[src/rtl/hc595_chain_ctrl.sv]
// Serial driver for a daisy-chain of 74HC595s: handshake load, DS/SHCP shift, STCP latch, OE control.
// Optional HC595_PWM_EN adds a dim input and PWM on oe_n after the first latch.
module hc595_chain_ctrl #(
    parameter int DATA_W    = 14,
    parameter int CLK_DIV   = 2,
    parameter bit MSB_FIRST = 1'b1
) (
    input  logic              clk,
    input  logic              rst,
    input  logic [DATA_W-1:0] data_in,
    input  logic              load_valid,
    output logic              load_ready,
    output logic              ds,
    output logic              shcp,
    output logic              stcp,
    output logic              oe_n,
    output logic              busy,
    output logic              done
`ifdef HC595_PWM_EN
    ,
    input  logic [7:0]        dim
`endif
);

    localparam int DIV_W = $clog2(2 * CLK_DIV) + 1;
    localparam int CNT_W = $clog2(DATA_W + 1);

    localparam logic [DIV_W-1:0] DIV_HALF = DIV_W'(CLK_DIV);
    localparam logic [DIV_W-1:0] DIV_END  = DIV_W'(2 * CLK_DIV - 1);
    localparam logic [DIV_W-1:0] DIV_LAT  = DIV_W'(CLK_DIV - 1);
    localparam logic [CNT_W-1:0] ALL_BITS = CNT_W'(DATA_W);

    typedef enum logic [1:0] {
        IDLE,
        SHIFT,
        LATCH
    } state_t;

    state_t            state;
    logic [DATA_W-1:0] sreg;
    logic [DIV_W-1:0]  div;
    logic [CNT_W-1:0]  bit_cnt;
    logic              latched;
    logic              next_bit;

    assign load_ready = (state == IDLE);
    assign next_bit   = MSB_FIRST ? sreg[DATA_W-1] : sreg[0];

    always_ff @(posedge clk or negedge rst) begin
        if (!rst) begin
            state   <= IDLE;
            sreg    <= '0;
            div     <= '0;
            bit_cnt <= '0;
            latched <= 1'b0;
            ds      <= 1'b0;
            shcp    <= 1'b0;
            stcp    <= 1'b0;
            busy    <= 1'b0;
            done    <= 1'b0;
        end else begin
            done    <= 1'b0;
            latched <= latched | done;
            unique case (state)
                IDLE: begin
                    busy <= 1'b0;
                    if (load_valid) begin
                        sreg    <= data_in;
                        // Preloaded to end-of-bit so the next edge starts bit 0.
                        div     <= DIV_END;
                        bit_cnt <= '0;
                        state   <= SHIFT;
                    end
                end
                SHIFT: begin
                    busy <= 1'b1;
                    if (div == DIV_END) begin
                        div  <= '0;
                        shcp <= 1'b0;
                        if (bit_cnt == ALL_BITS) begin
                            stcp  <= 1'b1;
                            state <= LATCH;
                        end else begin
                            ds      <= next_bit;
                            sreg    <= MSB_FIRST ? (sreg << 1) : (sreg >> 1);
                            bit_cnt <= bit_cnt + 1'b1;
                        end
                    end else begin
                        div <= div + 1'b1;
                        if (div + 1'b1 == DIV_HALF) begin
                            shcp <= 1'b1;
                        end
                    end
                end
                LATCH: begin
                    if (div == DIV_LAT) begin
                        stcp  <= 1'b0;
                        busy  <= 1'b0;
                        done  <= 1'b1;
                        state <= IDLE;
                    end else begin
                        div <= div + 1'b1;
                    end
                end
                default: state <= IDLE;
            endcase
        end
    end

`ifdef HC595_PWM_EN
    logic [7:0] pwm_cnt;

    always_ff @(posedge clk or negedge rst) begin
        if (!rst) begin
            pwm_cnt <= '0;
            oe_n    <= 1'b1;
        end else begin
            pwm_cnt <= pwm_cnt + 1'b1;
            oe_n    <= (latched | done) ? (pwm_cnt >= dim) : 1'b1;
        end
    end
`else
    always_ff @(posedge clk or negedge rst) begin
        if (!rst) begin
            oe_n <= 1'b1;
        end else begin
            oe_n <= ~(latched | done);
        end
    end
`endif

endmodule
[config.mk]
export PLATFORM = sky130hd
export DESIGN_NAME = hc595_chain_ctrl
export DESIGN_NICKNAME = d
export VERILOG_FILES = /design/src/rtl/hc595_chain_ctrl.sv
export SDC_FILE = /design/constraint.sdc
export NUM_CORES = 1
export LEC_CHECK = 0
export BUFFER_PORTS_ARGS = -buffer_cell sky130_fd_sc_hd__clkbuf_2
export CORE_MARGIN = 3
export CORE_UTILIZATION = 50
export CTS_CLUSTER_SIZE = 28
export DETAILED_ROUTE_END_ITERATION = 10
export PLACE_DENSITY_LB_ADDON = 0.1
export SLEW_MARGIN = 25
export SYNTH_ARGS = -nofsm -noshare
export SYNTH_HDL_FRONTEND = slang
export SYNTH_SLANG_ARGS = --single-unit
[constraint.sdc]
create_clock -name clk -period 2 [get_ports clk]
set_input_delay 0.1 -clock clk [delete_from_list [all_inputs] [get_ports clk]]
set_output_delay 0.1 -clock clk [all_outputs]
set_load 0.01 [all_outputs]
Word level (Yosys, flattened, before mapping):

Cells that the tools add are included.

* output and inout bits: 7
* word-level logic and storage cells: 66
* register bits: 30
* input bits: 17

* mux-type cells: 26
* bitwise logic cells: 3
* $add $sub $neg: 2
* reduce and logical (&&, ||, !) cells: 12
* equal/unequal tests: 12

Operator list (count)
* $mux 14: 3
* $pmux 14 s2: 1
* $mux 4: 3
* $ne 2x2->1 const B: 6
* $reduce_and 4->1: 3
* $mux 3: 3
* $pmux 3 s3: 1
* $mux 2: 4
* $pmux 4 s2: 1
* $mux 1: 7
* $eq 3x2->1 const B: 2
* $pmux 2 s3: 1
* $reduce_and 3->1: 2
* $reduce_bool 2->1: 3
* $add 4x1->4 const B: 1
* $eq 4x4->1 const B: 1
* $reduce_and 2->1: 2
* $add 3x1->3 const B: 1
* $eq 3x1->1 const B: 1
* $pmux 1 s3: 1
* $reduce_bool 3->1: 1
* $eq 2x1->1 const B: 1
* $eq 2x2->1 const B: 1
* $logic_not 2->1: 1
* 3 further kinds: 4

Longest topological paths before layout:

Gate-level depths: netlist of run 1.

* word-level depth: 4
* depth in mapped cells: 8
* mapped depth without buffers: 7

Worst setup path after synthesis of run 1:

Ideal clock, no wire load.

* path kind: reg2reg
* from: register state[0]
* to: register sreg[4]
* required time: 1.929 ns
* path slack: 0.256 ns
* stages on the path, launching flop included: 8
* clock period less this slack: 1.744 ns
* path buffers: 1
* arrival time: 1.673 ns
* library setup time: 0.071 ns
* cells stage by stage: dfrtp_1 inv_1 ha_1 nor2b_4 nor4_4 buf_6 o22ai_1 nor2_1

* word-level cells in the longest chain between the ends: 3
* elaborated cells between the ends (all ways): 8
* those cells by class: eq/ne: 4; mux: 1; reduce/logical: 3

Ends and longest elaborated chain
* from (decl): line 39 `state_t state;`
* from (signal assigned): line 51 `state <= IDLE;`
* from (signal assigned): line 72 `state <= SHIFT;`
* from (signal assigned): line 82 `state <= LATCH;`
* $logic_not 2->1 (*)
* named net load_ready: line 12 `output logic load_ready,`
* $ne 2x2->1 (no line) or $reduce_bool 2->1 (tied branches)
* $reduce_and 4->1 (no line)
* to (signal assigned): line 68 `sreg <= data_in;`
* to (signal assigned): line 85 `sreg <= MSB_FIRST ? (sreg << 1) : (sreg >> 1);`
* to (decl): line 40 `logic [DATA_W-1:0] sreg;`

The timed path passes the listed nets; every way through them passes the cells marked *.
A chain may end at the register's enable or synchronous reset.

Final worst setup path of run 1:

* from: register div[1]
* to: register state[0]

* word-level cells in the longest chain between the ends: 3
* elaborated cells between the ends (all ways): 5
* those cells by class: eq/ne: 4; reduce/logical: 1

Ends and longest elaborated chain
* from (decl): line 41 `logic [DIV_W-1:0] div;`
* from (signal assigned): line 89 `div <= div + 1'b1;`
* from (signal assigned): line 102 `div <= div + 1'b1;`
* $eq 3x1->1 or $eq 3x2->1 (tied branches): line 96, 77
* $ne 2x2->1 (no line)
* $reduce_and 4->1 (no line) (*)
* to (signal assigned): line 82
* to (signal assigned): line 100 `state <= IDLE;`
* to (signal assigned): line 105 `default: state <= IDLE;`

Mark *: on every way between the ends. The rest lies on a longest branch, timed or not.

==> out/results.txt, run 1 <==
Max-Cap Viols: 0
Slew Limit Fails: 0
vias in the first global route: 1124
Tmin final: 1830 ps
Logic pwr share: 0.471
share of cells above drive strength 1: 0.226
cells after synthesis: 151
Max VDD drop: 0.653 mV
compound-cell area share of the yosys netlist: 0.154
DRC viols: 0
Final period util: 0.913
worst skew pair latency: 330 ps
multiplexer share of the synthesized area: 0.0217
Setup Buffers After CTS: 0
Achievable Freq: 0.548 GHz
final layout net count: 212
Placed Area: 1650 um^2
post-synthesis cell type count: 33
Post-Synth Adder-Cell Area: 0.0835
CP max FO: 5
die area: 3690 um^2
post-route cell area: 1750 um^2
FP Rows: 19
total congestion overflow: 0
Synth Area in Simple Gates: 0.179
CTS root buffer: clkbuf_4
DRT Pass-1 Iters: 4
Initial Utilization: 0.534
ANT cells: 0
worst rel slew slack: 0.519
post-synthesis sequential area ratio: 0.502
HP Class: input port to flip-flop
largest net degree at the start of global routing: 31
post-synthesis register bit count: 30
Net Sw Power: 1030 uW
setup tns final: 0 ps
Routed Antenna Nets: 0
internal power: 1510 uW
Static Leak: 0.000816 uW
DR WL/cell: 13.9 um
arrival time worst endpoint: 2030 ps
DR vias: 1205
die extent in x: 60.7 um
Least-Margin Pin Slew: 722 ps
GR Util All Layers: 0.183
Finish-stage setup viols: 0
crit end category: flip-flop
Core Area: 2810 um^2
clk_skew: 8.83 ps
Clock Sink Count: 30
XOR/XNOR share of the synthesized area: 0
CTS tree: yes
Ports: 24
initial antenna violation count: 0
synth-to-layout area growth: 17.0%
PwrDens: 1450 nW/um^2
Mapped Avg Cell Area: 9.92 um^2
Net Sw Frac: 0.405
DP Wirelength: 2210 um
Via density: 5.55
first-pass GRT wire length: 4820 um
syn_nets: 178
Startpoint Class: flip-flop
Flop pwr share: 0.385
Post-Synthesis Cell Area: 1500 um^2
DR iter-0 viols: 24
warnings from Yosys: 0
final hold slack: 16.8 ps
RSZ-0062 raised after global routing: false
H-tree Lvls: 2
critical path class: flip-flop to flip-flop
PortBufs: 23
TritonCTS Buffers: 5
final-report hold violation count: 0
Die Ht: 60.7 um
Worst EP required: 2210 ps
largest family of logic cells by synthesized area: simple AND/OR/NAND/NOR gates
maximum buffer depth of the clock tree: 2
clock-pin transition on the worst setup and hold timing paths: 90 ps
WL final: 3010 um
GP Congestion: 0.800
outcome: complete, no violations
Clock power frac: 0.144
## critical path, stage by stage (launching register included)
cell and delay (ps):
dfrtp_1 410, inv_1 70, ha_1 150, nor2b_1 340, o221ai_1 220, a21oi_1 180
mux2_2 350
## cell usage after synthesis
cell / number / area, um^2
o21bai_1: 1 / 7.51
a32o_1: 1 / 10.0
dfrtp_1: 29 / 726
buf_6: 1 / 11.3
and4_1: 1 / 8.76
o21ai_0: 5 / 25.0
o22a_1: 1 / 8.76
clkbuf_8: 1 / 13.8
or2_2: 1 / 6.26
a211oi_1: 1 / 7.51
o221ai_1: 1 / 8.76
and2_1: 2 / 12.5
nor4_1: 1 / 6.26
ha_1: 10 / 125
mux2_2: 2 / 22.5
nand3_1: 7 / 35.0
o211ai_1: 2 / 15.0
o21a_1: 2 / 15.0
dfstp_2: 1 / 26.3
nand2_1: 5 / 18.8
inv_1: 15 / 56.3
a21oi_1: 4 / 20.0
a31oi_1: 2 / 12.5
clkbuf_1: 1 / 3.75
nor2_1: 30 / 113
or2b_1: 1 / 7.51
nor2b_1: 1 / 6.26
nor4_4: 1 / 21.3
o22ai_1: 16 / 100
mux2i_1: 1 / 10.0
nor3_1: 1 / 5.00
nor2b_4: 2 / 27.5
buf_2: 1 / 5.00
## final cells by class
type / instances / area [um^2]
multi-input combinational: 102 / 661
sequential: 30 / 752
tap: 31 / 38.8
clock buffer: 7 / 55.1
inverter: 15 / 56.3
timing repair buffer: 31 / 185
fill: 249 / 1050
clock inverter: 1 / 5.00
## logic make-up after synthesis
kind of cell    Yosys count
mux                       3
buf+inv                  19
fa+ha+maj                10
flops                    30
compound gates           36
simple gates             53
## per-stage QoR
step | power [uW] | setup WS, ps | utilization | std cells
2_1_floorplan | 1850 | 256 | - | 151
3_3_place_gp | 2110 | 165 | 0.587 | 205
3_5_place_dp | 2170 | 42.8 | 0.587 | 205
4_1_cts | 2550 | 42.2 | 0.620 | 216
5_1_grt | 2750 | 40.1 | 0.625 | 217
6_report | 2540 | 174 | 0.625 | 217
## power groups by stage
stage / sequential, uW / combinational [uW] / clock, uW
3_5_place_dp: 984 / 1190 / 0
3_3_place_gp: 972 / 1140 / 0
2_1_floorplan: 965 / 889 / 0
6_report: 977 / 1190 / 366
4_1_cts: 971 / 1190 / 388
5_1_grt: 1000 / 1340 / 411
## what timing repair did
item,in CTS,in global routing
hold buffers,3,1
resized for setup,0,1
setup endpoints to repair,0,2
hold endpoints to repair,31,1
## path summary, 6_finish.rpt
| path | from | end | slack, ps | cells past startpoint |
|---|---|---|---|---|
| min in group asynchronous | rst | latched | 350 | 2 |
| worst max register to register | div[1] | state[0] | 170 | 6 |
| worst min-delay path | data_in[3] | sreg[3] | 20 | 3 |
| worst max-delay path | div[1] | state[0] | 170 | 6 |
| max in group asynchronous | rst | sreg[13] | 1180 | 2 |
| worst min register to register | latched | oe_n | 450 | 2 |
## per-layer routing
| layer | vias to the layer above | wire length [um] | global-route usage |
|---|---|---|---|
| met5 | - | 0 | 0 |
| met4 | 0 | 72 | 0.102 |
| met3 | 7 | 114 | 0.0447 |
| met2 | 27 | 1440 | 0.298 |
| met1 | 578 | 1380 | 0.223 |
| li1 | 593 | - | - |
## flip-flops by register name, indices dropped and copies added, names as in the netlist
signal / cells
stcp: 1
sreg: 14
busy: 1
done: 1
latched: 1
shcp: 1
div: 3
ds: 1
bit_cnt: 4
oe_n: 1
state: 2
## layout by cell type (no fill, tap or decap), types with 2 or more instances in the layout
cell,count
dlygate4sd3_1,4
nor2_1,30
o22ai_1,16
o21a_1,2
inv_1,15
ha_1,10
clkbuf_4,5
a31oi_1,2
mux2_2,2
nand3_1,7
o211ai_1,2
nor2b_4,2
buf_4,4
and2_1,2
clkbuf_2,23
a21oi_1,4
dfrtp_1,29
o21ai_0,5
nand2_1,5
Note: power is estimated with default switching activity, not from simulation.
==> run 2: changes to the inputs <==
Settings changed: PLACE_DENSITY set to 0.73, PLACE_DENSITY_LB_ADDON 0.1 to unset.
==> run 2 against run 1 <==
Sequential power about the same. Cell count is 0.46% lower. Setup slack got worse by 36 ps.
==> out/results.txt, run 2 (synthesis gave the netlist of run 1 again) <==
Max-Cap Viols: 0 (unchanged)
max reg flops: 14 (unchanged)
total congestion overflow: 0 (unchanged)
Top Registers: sreg: 14 flops, bit_cnt: 4 flops, div: 3 flops
final core utilization: 0.620 (-0.00535)
share of cells above drive strength 1: 0.232 (+0.00663)
final-report hold violation count: 0 (unchanged)
first-pass GRT wire length: 5050 um (+4.7%)
largest net degree at the start of global routing: 31 (unchanged)
crit end category: flip-flop
worst rel slew slack: 0.519 (about the same)
synth-to-layout area growth: 16.0%
TritonCTS Buffers: 5 (unchanged)
PwrDens: 1490 nW/um^2 (+2.7%)
DR iter-0 viols: 75 (+210%)
FF-to-FF path depth: 7 (+1)
DRC viols: 0 (unchanged)
CP max FO: 13 (+8)
maximum buffer depth of the clock tree: 2 (unchanged)
HP Start: data_in[11]
Worst EP required: 2260 ps (+50 ps)
Tot Pwr: 2580 uW (+1.8%)
RSZ-0062 raised after global routing: false
Ports: 24 (unchanged)
clk_skew: 8.23 ps (-0.597 ps)
Max VDD drop: 0.688 mV (+5.4%)
setup tns final: 0 ps (unchanged)
Slew Limit Fails: 0 (unchanged)
Static Leak: 0.000810 uW (-0.71%)
Die Ht: 60.7 um (unchanged)
arrival time worst endpoint: 2120 ps (+90 ps)
GP Congestion: 0.936 (+17%)
HP Class: input port to flip-flop
die area: 3690 um^2 (unchanged)
PortBufs: 23 (unchanged)
FF-to-FF End: sreg[1]
Final period util: 0.931 (+0.0182)
Initial Utilization: 0.534 (unchanged)
Core Area: 2810 um^2 (unchanged)
CTS tree: yes
R2R setup slack: 140 ps (-40 ps)
Tmin final: 1860 ps (+36.4 ps)
ANT cells: 0 (unchanged)
FP Rows: 19 (unchanged)
most frequent cells in the layout: nor2_1, dfrtp_1, clkbuf_2, o22ai_1, inv_1
clock-pin transition on the worst setup and hold timing paths: 100 ps (about the same)
most common cell after layout, fill and taps aside: nor2_1
worst skew pair latency: 330 ps (about the same)
Via density: 5.70 (+2.7%)
Achievable Freq: 0.537 GHz (-2.0%)
GR Util All Layers: 0.192 (+0.00865)
H-tree Lvls: 2 (unchanged)
initial antenna violation count: 0 (unchanged)
Clock Sink Count: 30 (unchanged)
die extent in x: 60.7 um (unchanged)
DP Wirelength: 2320 um (+4.7%)
Hold Path Depth: 3 (unchanged)
Finish-stage setup viols: 0 (unchanged)
Setup Buffers After CTS: 0 (unchanged)
WL final: 3190 um (+5.8%)
DRT Pass-1 Iters: 4 (unchanged)
DR WL/cell: 14.7 um (+6.3%)
critical path class: flip-flop to flip-flop
vias in the first global route: 1173 (+4.4%)
outcome: complete, no violations
DR vias: 1232 (+2.2%)
final layout net count: 211 (-0.47%)
Routed Antenna Nets: 0 (unchanged)
Filler Cells Inserted: 231 (-7.2%)
Startpoint Class: flip-flop
final hold slack: 2.59 ps (-14.2 ps)
Hold EP: sreg[11]
Most flops, register: sreg
Reg2Reg Launch Point: state[0]
CTS root buffer: clkbuf_4
Least-Margin Pin Slew: 722 ps (-0.279 ps)
==> run 2: cell types whose count changed in the layout (fill, tap and decap cells not counted), sizes merged <==
cell         previous run  this run
buf                     4         5
dlygate4sd3             4         2
==> run 2: metrics by stage <==
| stage | area [um^2] | worst slack [ps] | std cells |
|---|---|---|---|
| 2_1_floorplan | 1500 | 256 | 151 |
| 3_3_place_gp | 1660 | 225 | 206 |
| 3_5_place_dp | 1660 | 110 | 206 |
| 4_1_cts | 1740 | 97.0 | 216 |
| 5_1_grt | 1740 | 7.47 | 216 |
| 6_report | 1740 | 137 | 216 |
==> run 2: routing by layer <==
layer | global-route usage | vias up | part of all wire
met5 | 0 | - | 0
li1 | - | 588 | -
met1 | 0.232 | 590 | 0.41
met4 | 0.102 | 0 | 0.027
met3 | 0.0809 | 12 | 0.060
met2 | 0.292 | 42 | 0.51
==> run 2: power breakdown <==
group / internal, uW / leakage [uW] / switching, uW
combinational: 524 / 0.000434 / 703
clock: 170 / 0.0000353 / 212
sequential: 828 / 0.000341 / 145
==> run 2: how the worst max path moves through the flow <==
stage	slack (ps)	from	end
2_1_floorplan	260	state[0]	sreg[4]
3_3_place_gp	230	state[1]	state[0]
3_5_place_dp	110	state[1]	state[0]
4_1_cts	100	state[1]	state[0]
5_1_grt	7	div[0]	sreg[1]
6_report	140	state[0]	sreg[1]
==> run 2: cell type report <==
class	instances	area, um^2	share of cell area
multi-input combinational	102	658	0.379
clock buffer	7	55.1	0.0317
clock inverter	1	5.00	0.00288
sequential	30	752	0.433
timing repair buffer	30	173	0.0994
tap	31	38.8	0.0223
inverter	15	56.3	0.0324
==> run 2: what timing repair did <==
item / CTS / global route
hold buffers: 2 / 0
resized for setup: 0 / 1
endpoints found under the setup margin: 0 / 2
hold endpoints to repair: 30 / 0
==> run 2: critical path: stages, from the launching register on <==
cell     delay [ps]
dfrtp_1         410
inv_1            80
ha_1            310
nor2b_4         200
nor4_4          320
buf_4           240
o22ai_1          90
a31oi_1         140
